--- config.mk ---
export PLATFORM = sky130hd
export DESIGN_NAME = rs_age_issue
export DESIGN_NICKNAME = d
export VERILOG_FILES = /design/src/rtl/rs_pkg.sv /design/src/rtl/rs_alu.sv /design/src/rtl/rs_age_issue.sv
export SDC_FILE = /design/constraint.sdc
export NUM_CORES = 2
export LEC_CHECK = 0
export ABC_AREA = 1
export CAP_MARGIN = 20
export CORE_UTILIZATION = 30
export DETAILED_ROUTE_END_ITERATION = 6
export SLEW_MARGIN = 20
export SYNTH_ARGS = -nofsm -noshare
export SYNTH_HDL_FRONTEND = slang
export SYNTH_HIERARCHICAL = 1
export SYNTH_SLANG_ARGS = --single-unit
export TNS_END_PERCENT = 100
--- constraint.sdc ---
create_clock -name Sys_clk -period 7.8 [get_ports Sys_clk]
set_input_delay 1.17 -clock Sys_clk [delete_from_list [all_inputs] [get_ports Sys_clk]]
set_output_delay 1.17 -clock Sys_clk [all_outputs]
set_load 0.01 [all_outputs]
--- src/rtl/rs_pkg.sv ---
// -----------------------------------------------------------------------------
// rs_pkg
// Shared definitions for the age-ordered ALU reservation station:
//   - internal opcode encoding (lui=1 ... andd=37)
//   - non_dep(): "no dependency" tag value for a given RoB index width
//   - rs_result_t: the {value, next_pc} pair produced by the ALU
// -----------------------------------------------------------------------------
package rs_pkg;

  localparam int XLEN = 32;

  // Internal opcode encoding shared with the dispatcher.
  localparam logic [6:0] lui   = 7'd1;
  localparam logic [6:0] auipc = 7'd2;
  localparam logic [6:0] jal   = 7'd3;
  localparam logic [6:0] jalr  = 7'd4;
  localparam logic [6:0] beq   = 7'd5;
  localparam logic [6:0] bne   = 7'd6;
  localparam logic [6:0] blt   = 7'd7;
  localparam logic [6:0] bge   = 7'd8;
  localparam logic [6:0] bltu  = 7'd9;
  localparam logic [6:0] bgeu  = 7'd10;
  localparam logic [6:0] lb    = 7'd11;
  localparam logic [6:0] lh    = 7'd12;
  localparam logic [6:0] lw    = 7'd13;
  localparam logic [6:0] lbu   = 7'd14;
  localparam logic [6:0] lhu   = 7'd15;
  localparam logic [6:0] sb    = 7'd16;
  localparam logic [6:0] sh    = 7'd17;
  localparam logic [6:0] sw    = 7'd18;
  localparam logic [6:0] addi  = 7'd19;
  localparam logic [6:0] slti  = 7'd20;
  localparam logic [6:0] sltiu = 7'd21;
  localparam logic [6:0] xori  = 7'd22;
  localparam logic [6:0] ori   = 7'd23;
  localparam logic [6:0] andi  = 7'd24;
  localparam logic [6:0] slli  = 7'd25;
  localparam logic [6:0] srli  = 7'd26;
  localparam logic [6:0] srai  = 7'd27;
  localparam logic [6:0] add   = 7'd28;
  localparam logic [6:0] sub   = 7'd29;
  localparam logic [6:0] sll   = 7'd30;
  localparam logic [6:0] slt   = 7'd31;
  localparam logic [6:0] sltu  = 7'd32;
  localparam logic [6:0] xorr  = 7'd33;
  localparam logic [6:0] srl   = 7'd34;
  localparam logic [6:0] sra   = 7'd35;
  localparam logic [6:0] orr   = 7'd36;
  localparam logic [6:0] andd  = 7'd37;

  // Tag with only the MSB set: operand value already present.
  function automatic int unsigned non_dep(input int unsigned rob_width);
    return 32'd1 << rob_width;
  endfunction

  // next_pc is carried at XLEN width; the station supports ADDR_WIDTH <= XLEN.
  typedef struct packed {
    logic [XLEN-1:0] value;
    logic [XLEN-1:0] next_pc;
  } rs_result_t;

endpackage

--- src/rtl/rs_alu.sv ---
// -----------------------------------------------------------------------------
// rs_alu
// Purely combinational execute stage for one reservation-station entry.
// Ports:
//   opcode  in   7           internal opcode (rs_pkg encoding)
//   vj, vk  in   32          source operand values
//   imm     in   32          immediate
//   pc      in   ADDR_WIDTH  instruction pc
//   result  out  rs_result_t {value, next_pc}; next_pc is zero for non-control ops
// Branches return taken (1/0) in value; jal/jalr return pc+4 in value.
// Unknown opcodes (including loads/stores) produce value 0, next_pc 0.
// -----------------------------------------------------------------------------
module rs_alu
  import rs_pkg::*;
#(
  parameter int ADDR_WIDTH = 32
) (
  input  logic [6:0]            opcode,
  input  logic [XLEN-1:0]       vj,
  input  logic [XLEN-1:0]       vk,
  input  logic [XLEN-1:0]       imm,
  input  logic [ADDR_WIDTH-1:0] pc,
  output rs_result_t            result
);

  logic [XLEN-1:0] pc_x;
  logic [XLEN-1:0] pc_plus4;
  logic [XLEN-1:0] pc_plus_imm;
  logic [XLEN-1:0] jalr_tgt;
  logic            taken;

  // Targets are trimmed to the pc width and then zero-extended back.
  assign pc_x        = XLEN'(pc);
  assign pc_plus4    = XLEN'(ADDR_WIDTH'(pc_x + 32'd4));
  assign pc_plus_imm = XLEN'(ADDR_WIDTH'(pc_x + imm));
  assign jalr_tgt    = XLEN'(ADDR_WIDTH'((vj + imm) & ~32'd1));

  always_comb begin
    taken = 1'b0;
    case (opcode)
      beq:     taken = (vj == vk);
      bne:     taken = (vj != vk);
      blt:     taken = ($signed(vj) <  $signed(vk));
      bge:     taken = ($signed(vj) >= $signed(vk));
      bltu:    taken = (vj <  vk);
      bgeu:    taken = (vj >= vk);
      default: taken = 1'b0;
    endcase
  end

  always_comb begin
    // NOTE: every path of a combinational block must assign every output;
    // the default here is what keeps synthesis from inferring a latch.
    result = '0;
    case (opcode)
      lui:   result.value = imm;
      auipc: result.value = pc_x + imm;
      jal: begin
        result.value   = pc_x + 32'd4;
        result.next_pc = pc_plus_imm;
      end
      jalr: begin
        result.value   = pc_x + 32'd4;
        result.next_pc = jalr_tgt;
      end
      beq, bne, blt, bge, bltu, bgeu: begin
        result.value   = XLEN'(taken);
        result.next_pc = taken ? pc_plus_imm : pc_plus4;
      end
      addi:  result.value = vj + imm;
      slti:  result.value = XLEN'($signed(vj) < $signed(imm));
      sltiu: result.value = XLEN'(vj < imm);
      xori:  result.value = vj ^ imm;
      ori:   result.value = vj | imm;
      andi:  result.value = vj & imm;
      slli:  result.value = vj << imm[4:0];
      srli:  result.value = vj >> imm[4:0];
      srai:  result.value = $signed(vj) >>> imm[4:0];
      add:   result.value = vj + vk;
      sub:   result.value = vj - vk;
      sll:   result.value = vj << vk[4:0];
      slt:   result.value = XLEN'($signed(vj) < $signed(vk));
      sltu:  result.value = XLEN'(vj < vk);
      xorr:  result.value = vj ^ vk;
      srl:   result.value = vj >> vk[4:0];
      sra:   result.value = $signed(vj) >>> vk[4:0];
      orr:   result.value = vj | vk;
      andd:  result.value = vj & vk;
      default: result = '0;
    endcase
  end

endmodule

--- src/rtl/rs_age_issue.sv ---
// -----------------------------------------------------------------------------
// rs_age_issue
// ALU/branch/jump reservation station with RS_SIZE entries, NUM_CDB snooped
// broadcast ports and oldest-ready-first issue through an age matrix.
// The selected entry is executed by rs_alu and registered into RSCDB_* under
// a valid/grant handshake with the CDB arbiter.
//
// Ports:
//   Sys_clk, Sys_rst (async, active-high), Sys_rdy (global enable)
//   DPRS_*           dispatch interface (en, pc, Qj/Qk tags, Vj/Vk, imm,
//                    opcode, RoB_index)
//   RSDP_full, RSDP_free_cnt   idle-entry status to the dispatcher
//   CDB_en, CDB_RoB_index, CDB_value   packed broadcast ports (port p at
//                    [p*W +: W])
//   RSCDB_en, RSCDB_RoB_index, RSCDB_value, RSCDB_next_pc   registered result
//   CDBRS_grant      arbiter accepts the current result
//   RoBRS_flush      synchronous mispredict flush
//
// Optional build macro RS_PERF_CNT_EN adds RS_perf_issue, RS_perf_stall and
// RS_perf_full (32-bit wrapping counters, cleared only by reset).
// ADDR_WIDTH must not exceed 32.
// -----------------------------------------------------------------------------
module rs_age_issue
  import rs_pkg::*;
#(
  parameter int ADDR_WIDTH = 32,
  parameter int RoB_WIDTH  = 8,
  parameter int RS_WIDTH   = 3,
  parameter int NUM_CDB    = 2
) (
  input  logic                      Sys_clk,
  input  logic                      Sys_rst,
  input  logic                      Sys_rdy,
  input  logic                      DPRS_en,
  input  logic [ADDR_WIDTH-1:0]     DPRS_pc,
  input  logic [RoB_WIDTH:0]        DPRS_Qj,
  input  logic [RoB_WIDTH:0]        DPRS_Qk,
  input  logic [31:0]               DPRS_Vj,
  input  logic [31:0]               DPRS_Vk,
  input  logic [31:0]               DPRS_imm,
  input  logic [6:0]                DPRS_opcode,
  input  logic [RoB_WIDTH-1:0]      DPRS_RoB_index,
  output logic                      RSDP_full,
  output logic [RS_WIDTH:0]         RSDP_free_cnt,
  input  logic [NUM_CDB-1:0]        CDB_en,
  input  logic [NUM_CDB*RoB_WIDTH-1:0] CDB_RoB_index,
  input  logic [NUM_CDB*32-1:0]     CDB_value,
  output logic                      RSCDB_en,
  output logic [RoB_WIDTH-1:0]      RSCDB_RoB_index,
  output logic [31:0]               RSCDB_value,
  output logic [ADDR_WIDTH-1:0]     RSCDB_next_pc,
  input  logic                      CDBRS_grant,
  input  logic                      RoBRS_flush
`ifdef RS_PERF_CNT_EN
  ,
  output logic [31:0]               RS_perf_issue,
  output logic [31:0]               RS_perf_stall,
  output logic [31:0]               RS_perf_full
`endif
);

  localparam int RS_SIZE = 1 << RS_WIDTH;

  typedef logic [RoB_WIDTH:0] tag_t;
  localparam tag_t NON_DEP = tag_t'(non_dep(RoB_WIDTH));

  // Entry payload
  logic [6:0]            op_q  [RS_SIZE];
  logic [ADDR_WIDTH-1:0] pc_q  [RS_SIZE];
  tag_t                  qj_q  [RS_SIZE];
  tag_t                  qk_q  [RS_SIZE];
  logic [31:0]           vj_q  [RS_SIZE];
  logic [31:0]           vk_q  [RS_SIZE];
  logic [31:0]           imm_q [RS_SIZE];
  logic [RoB_WIDTH-1:0]  rob_q [RS_SIZE];

  // Control state; older[i][j]=1 means entry i was dispatched before entry j.
  logic [RS_SIZE-1:0]                busy, busy_n;
  logic [RS_SIZE-1:0][RS_SIZE-1:0]   older, older_n;

  logic [RS_SIZE-1:0] ready, cand;
  logic [RS_SIZE-1:0] wake_j, wake_k;
  logic [31:0]        wake_vj [RS_SIZE];
  logic [31:0]        wake_vk [RS_SIZE];
  logic               hit_j, hit_k;
  logic               cap_j, cap_k;
  logic [31:0]        cap_vj, cap_vk;

  logic [RS_WIDTH-1:0] idle_head, sel;
  logic [RS_WIDTH:0]   free_cnt;
  logic                any_ready, dispatch, issue;

  logic [RoB_WIDTH-1:0] cdb_tag [NUM_CDB];
  logic [31:0]          cdb_val [NUM_CDB];
  rs_result_t           alu_res;

  always_comb begin
    for (int p = 0; p < NUM_CDB; p++) begin
      cdb_tag[p] = CDB_RoB_index[p*RoB_WIDTH +: RoB_WIDTH];
      cdb_val[p] = CDB_value[p*32 +: 32];
    end
  end

  // Searches the broadcast ports for a tag; scanning downwards lets the
  // lowest-numbered matching port win.
  function automatic logic cdb_lookup(input tag_t tag, output logic [31:0] val);
    logic hit;
    hit = 1'b0;
    val = '0;
    for (int p = NUM_CDB - 1; p >= 0; p--) begin
      if (!tag[RoB_WIDTH] && CDB_en[p] && (cdb_tag[p] == tag[RoB_WIDTH-1:0])) begin
        hit = 1'b1;
        val = cdb_val[p];
      end
    end
    return hit;
  endfunction

  // Operand capture at dispatch and wakeup of resident entries.
  always_comb begin
    cap_vj = '0;
    cap_vk = '0;
    hit_j  = 1'b0;
    hit_k  = 1'b0;
    cap_j  = cdb_lookup(DPRS_Qj, cap_vj);
    cap_k  = cdb_lookup(DPRS_Qk, cap_vk);
    for (int i = 0; i < RS_SIZE; i++) begin
      wake_vj[i] = '0;
      wake_vk[i] = '0;
      hit_j      = cdb_lookup(qj_q[i], wake_vj[i]);
      hit_k      = cdb_lookup(qk_q[i], wake_vk[i]);
      wake_j[i]  = busy[i] && hit_j;
      wake_k[i]  = busy[i] && hit_k;
    end
  end

  // Ready set, oldest-ready selection, idle head and free count.
  always_comb begin
    ready     = '0;
    cand      = '0;
    sel       = '0;
    idle_head = '0;
    free_cnt  = '0;
    for (int i = 0; i < RS_SIZE; i++) begin
      ready[i] = busy[i] && (qj_q[i] == NON_DEP) && (qk_q[i] == NON_DEP);
    end
    for (int i = 0; i < RS_SIZE; i++) begin
      cand[i] = ready[i];
      for (int j = 0; j < RS_SIZE; j++) begin
        if (ready[j] && older[j][i]) cand[i] = 1'b0;
      end
    end
    for (int i = RS_SIZE - 1; i >= 0; i--) begin
      if (cand[i])  sel       = RS_WIDTH'(i);
      if (!busy[i]) idle_head = RS_WIDTH'(i);
      if (!busy[i]) free_cnt  = free_cnt + 1'b1;
    end
  end

  assign any_ready     = |ready;
  assign RSDP_free_cnt = free_cnt;
  assign RSDP_full     = (free_cnt == '0);
  assign dispatch      = DPRS_en && !RSDP_full;
  assign issue         = any_ready && (!RSCDB_en || CDBRS_grant);

  // Next busy vector and age matrix.
  always_comb begin
    busy_n  = busy;
    older_n = older;
    if (issue) begin
      busy_n[sel] = 1'b0;
      for (int k = 0; k < RS_SIZE; k++) begin
        older_n[sel][k] = 1'b0;
        older_n[k][sel] = 1'b0;
      end
    end
    if (dispatch) begin
      // The newcomer is younger than everything still resident after issue.
      for (int k = 0; k < RS_SIZE; k++) begin
        older_n[idle_head][k] = 1'b0;
        older_n[k][idle_head] = busy_n[k];
      end
      busy_n[idle_head] = 1'b1;
    end
  end

  rs_alu #(
    .ADDR_WIDTH(ADDR_WIDTH)
  ) u_alu (
    .opcode(op_q[sel]),
    .vj    (vj_q[sel]),
    .vk    (vk_q[sel]),
    .imm   (imm_q[sel]),
    .pc    (pc_q[sel]),
    .result(alu_res)
  );

  // NOTE: sequential state uses non-blocking assignments so that every
  // register samples pre-edge values regardless of statement order.
  always_ff @(posedge Sys_clk or posedge Sys_rst) begin
    if (Sys_rst) begin
      busy            <= '0;
      older           <= '0;
      RSCDB_en        <= 1'b0;
      RSCDB_RoB_index <= '0;
      RSCDB_value     <= '0;
      RSCDB_next_pc   <= '0;
    end else if (RoBRS_flush) begin
      busy     <= '0;
      older    <= '0;
      RSCDB_en <= 1'b0;
    end else if (Sys_rdy) begin
      busy  <= busy_n;
      older <= older_n;
      if (issue) begin
        RSCDB_en        <= 1'b1;
        RSCDB_RoB_index <= rob_q[sel];
        RSCDB_value     <= alu_res.value;
        RSCDB_next_pc   <= ADDR_WIDTH'(alu_res.next_pc);
      end else if (CDBRS_grant) begin
        RSCDB_en <= 1'b0;
      end
    end
  end

  // NOTE: the payload array has no reset; busy alone says whether an entry's
  // contents mean anything, so resetting the storage would only add cost.
  always_ff @(posedge Sys_clk) begin
    if (!Sys_rst && !RoBRS_flush && Sys_rdy) begin
      for (int i = 0; i < RS_SIZE; i++) begin
        if (wake_j[i]) begin
          qj_q[i] <= NON_DEP;
          vj_q[i] <= wake_vj[i];
        end
        if (wake_k[i]) begin
          qk_q[i] <= NON_DEP;
          vk_q[i] <= wake_vk[i];
        end
      end
      if (dispatch) begin
        op_q[idle_head]  <= DPRS_opcode;
        pc_q[idle_head]  <= DPRS_pc;
        imm_q[idle_head] <= DPRS_imm;
        rob_q[idle_head] <= DPRS_RoB_index;
        qj_q[idle_head]  <= cap_j ? NON_DEP : DPRS_Qj;
        vj_q[idle_head]  <= cap_j ? cap_vj  : DPRS_Vj;
        qk_q[idle_head]  <= cap_k ? NON_DEP : DPRS_Qk;
        vk_q[idle_head]  <= cap_k ? cap_vk  : DPRS_Vk;
      end
    end
  end

`ifdef RS_PERF_CNT_EN
  // Counters survive flush; only reset clears them.
  always_ff @(posedge Sys_clk or posedge Sys_rst) begin
    if (Sys_rst) begin
      RS_perf_issue <= '0;
      RS_perf_stall <= '0;
      RS_perf_full  <= '0;
    end else if (Sys_rdy) begin
      if (RSCDB_en && CDBRS_grant)  RS_perf_issue <= RS_perf_issue + 32'd1;
      if (RSCDB_en && !CDBRS_grant) RS_perf_stall <= RS_perf_stall + 32'd1;
      if (RSDP_full && DPRS_en)     RS_perf_full  <= RS_perf_full + 32'd1;
    end
  end
`endif

endmodule

==> flow_metrics.tcl <==
set metrics [dict create \
    grt_max_degree 122 \
    rrSetupSlack_ns 0.17 \
    min-delay-start "RSCDB_value[2]$_DFFE_PP0P_" \
    antenna_found_initial 67 \
    worst_pin_slew_ns 1.25 \
    status "completed" \
    start_util 0.301 \
    ys_ff_latch 1433 \
    track_usage 0.300 \
    synth_ff_type "edfxtp_1" \
    grt_pass1_wl_mm 693 \
    synth_edf_count 1288 \
    power_density_nw_per_um2 160 \
    cts_buffers 170 \
    cts.path.max_buffers 4 \
    finalCritPeriodShare 0.978 \
    synth_mux_area_frac 0.00910 \
    path_class "reg2reg" \
    viasPerCell 5.82 \
    finalSetupTns_ns 0 \
    synth.cell_area_um2 95700 \
    slowest_stage "bufinv_8" \
    ys_seq_area_frac 0.442 \
    insertion_delay_ns 0.91 \
    p_leak_nw 43.8 \
    numPortBuffers 326 \
    drive_above_1_share 0.0860 \
    root_buffer "clkbuf_16" \
    synth_xor_area_frac 0.0135 \
    overflow 0 \
    drtAntennaViolNets 0 \
    synth_fp_nets 12816 \
    r2r_end "RSCDB_value[23]$_DFFE_PP0P_" \
    synth-compound-area-share 0.132 \
    fin_cells 16947 \
    syn_inst 12397 \
    layout_min_cycle_time_ns 7.63 \
    ff2ff_path_depth 34 \
    cp-startpoint "qk_q[6][1]$_SDFFCE_PN0P_" \
    core_area_um2 318000 \
    dieHeight_um 567 \
    dieArea_um2 321000 \
    worstHoldEndpoint "RSCDB_value[2]$_DFFE_PP0P_" \
    arrival_ns 8.38 \
    synthSimpleGateAreaFrac 0.303 \
    dr_total_vias 98654 \
    grt_pass1_vias 89391 \
    hold_class "reg2reg" \
    synth.area.top_cells "edfxtp_1 40%, nand2_1 12%, nand3_1 9.7%" \
    cts_tree "yes" \
    die_w_um 567 \
    synth.distinct_cells 79 \
    critPathRequiredTime_ns 8.55 \
    start_kind "flop" \
    crit_path_end_kind "flop" \
    skew_ns 0.102 \
    max-vdd-ir-drop_mv 0.177 \
    post-place-cells 16614 \
    drt_iter0_markers 14841 \
    critPathMaxStageDelay_ns 0.60 \
    finalNetCount 13030 \
    synth_top_area_frac 0.404 \
    clkSlewWorstSetupHoldPaths_ns 0.08 \
    htree_levels 4 \
    place.gp.congestion 1.11 \
    place.detailed.hpwl_mm 356 \
    r2r-start "qk_q[6][1]$_SDFFCE_PN0P_" \
    wl_per_cell_um 29.6 \
    setup_violations 0 \
    rows 207 \
    slew_viol_final 0 \
    drv_cap 0 \
    yosysWarnings 6 \
    hold_buffers 0 \
    rsz0062_at_grt "false" \
    async_reset_ff_frac 0.101 \
    synth_top_family_by_area "simple AND/OR/NAND/NOR gates" \
    synth-adder-area-share 0.0225 \
    drc_errors 0 \
    fmax_mhz 131 \
    syn_avg_cell_area_um2 7.72 \
    min_path_cells 1 \
    ios 327 \
    clock_sinks 1433 \
    area.growth.synth_to_final_pct 16.2 \
    wirelength_mm 502 \
    dr.pass1.iters 7 \
    slew_headroom 0.162 \
    yosys.area.top_type "edfxtp_1" \
    hold_viol 0 \
    worstPathMaxFanout 28 \
    cpMostUsedCell "nand2_1" \
]
==> synth_stat cells, types with 17 or more instances <==
master	instances
buf_1	95
clkinv_1	22
o31ai_1	23
inv_1	884
a21o_1	25
o21ai_1	140
a221oi_1	40
o22ai_1	61
xor2_1	117
nor3_1	123
o211ai_1	211
edfxtp_1	1288
buf_6	42
a21oi_1	434
dfrtp_1	145
o2111ai_1	17
or2_1	41
or2_2	51
buf_2	272
nor4_1	57
o221ai_1	23
o21ai_0	1096
xnor2_1	30
nand3b_1	33
nor2_1	1037
nand3_1	1851
a211oi_1	17
ha_1	166
mux2_2	64
o21a_1	18
nand2_2	23
clkbuf_1	370
nor2_2	19
nand2_1	2956
nand4_1	318
inv_2	38
buf_4	38
==> cell type report <==
type / count / area (um^2)
diodes: 37 / 92.6
repair buffers: 864 / 8230
fillers: 32869 / 207000
flip-flops and latches: 1433 / 42300
clock inverters: 83 / 828
well taps: 4180 / 5230
inverters: 946 / 3620
clock buffers: 208 / 4440
multi-input cells: 9196 / 46500
==> state kept, by name, summed over array words and instances, names as in the netlist <==
name / flops
RSCDB_value: 32
vj_q: 256
busy: 8
qk_q: 72
qj_q: 72
RSCDB_next_pc: 32
imm_q: 256
RSCDB_RoB_index: 8
pc_q: 256
op_q: 56
vk_q: 256
RSCDB_en: 1
older: 64
rob_q: 64
==> cells by family after synthesis <==
group | Yosys count
and+or+nand+nor | 6588
AOI/OAI and AO/OA | 2211
buffers and inverters | 1769
DFF | 1433
adders and majority gates | 170
xor gates and xnor gates | 147
muxes | 79
==> worst max-delay path: cells and delay by family, from the launching register on <==
family | cells | cell delay (ns)
mux | 1 | 0.33
simple gates | 21 | 3.65
compound gates | 3 | 0.75
flops | 1 | 0.46
fa+ha+maj | 1 | 0.35
buf+inv | 8 | 1.93
==> worst max path at each step <==
stage	end	slack, ns	depth (start not counted)
final	RSCDB_value[23]$_DFFE_PP0P_	0.17	34
after global routing	RSCDB_value[23]$_DFFE_PP0P_	0.004	34
after CTS	RSCDB_value[23]$_DFFE_PP0P_	0.13	37
after detailed placement	RSCDB_value[23]$_DFFE_PP0P_	0.15	37
after global placement	RSCDB_value[23]$_DFFE_PP0P_	0.15	37
after floorplan	qj_q[1][0]$_SDFFCE_PN0P_	0.22	34
==> per-layer routing <==
metal	vias up	GRT usage	share of wire
met4	34	0.200	0.080
met1	46522	0.377	0.38
met3	1613	0.0896	0.13
li1	43408	-	-
met2	7077	0.444	0.42
met5	-	0	0.00043
==> report_power, final <==
| group | internal (W) | total [W] | leakage, nW | switching (W) |
|---|---|---|---|---|
| registers | 0.00834 | 0.00836 | 13.3 | 0.0000112 |
| clock network | 0.00452 | 0.00792 | 2.57 | 0.00339 |
| logic | 0.000432 | 0.00156 | 27.9 | 0.00113 |
==> layout by cell type (no fill, tap or decap), drive strengths merged, types with 321 or more instances in the layout <==
master,instances
a21oi,437
buf,538
clkdlybuf4s50,326
edfxtp,1288
inv,924
nand2,2986
nand3,1866
nand4,321
nor2,1065
o21ai,1255
==> repair_timing <==
action / 4_1_cts / 5_1_grt
buffers inserted: 0 / 3
endpoints found under the setup margin: 0 / 45
hold endpoints to repair: 0 / 0
resized for setup: 0 / 14
==> metrics by stage <==
step | hold WS (ns) | util | cell area [um^2] | setup WS, ns | total power (W)
2_1_floorplan | 0.465 | - | 95700 | 0.224 | 0.00926
3_3_place_gp | 0.491 | 0.333 | 106000 | 0.149 | 0.0100
3_5_place_dp | 0.494 | 0.333 | 106000 | 0.152 | 0.0100
4_1_cts | 0.512 | 0.349 | 111000 | 0.131 | 0.0178
5_1_grt | 0.526 | 0.350 | 111000 | 0.00364 | 0.0182
6_report | 0.514 | 0.350 | 111000 | 0.169 | 0.0178
Power figures use the tool's default switching activity.
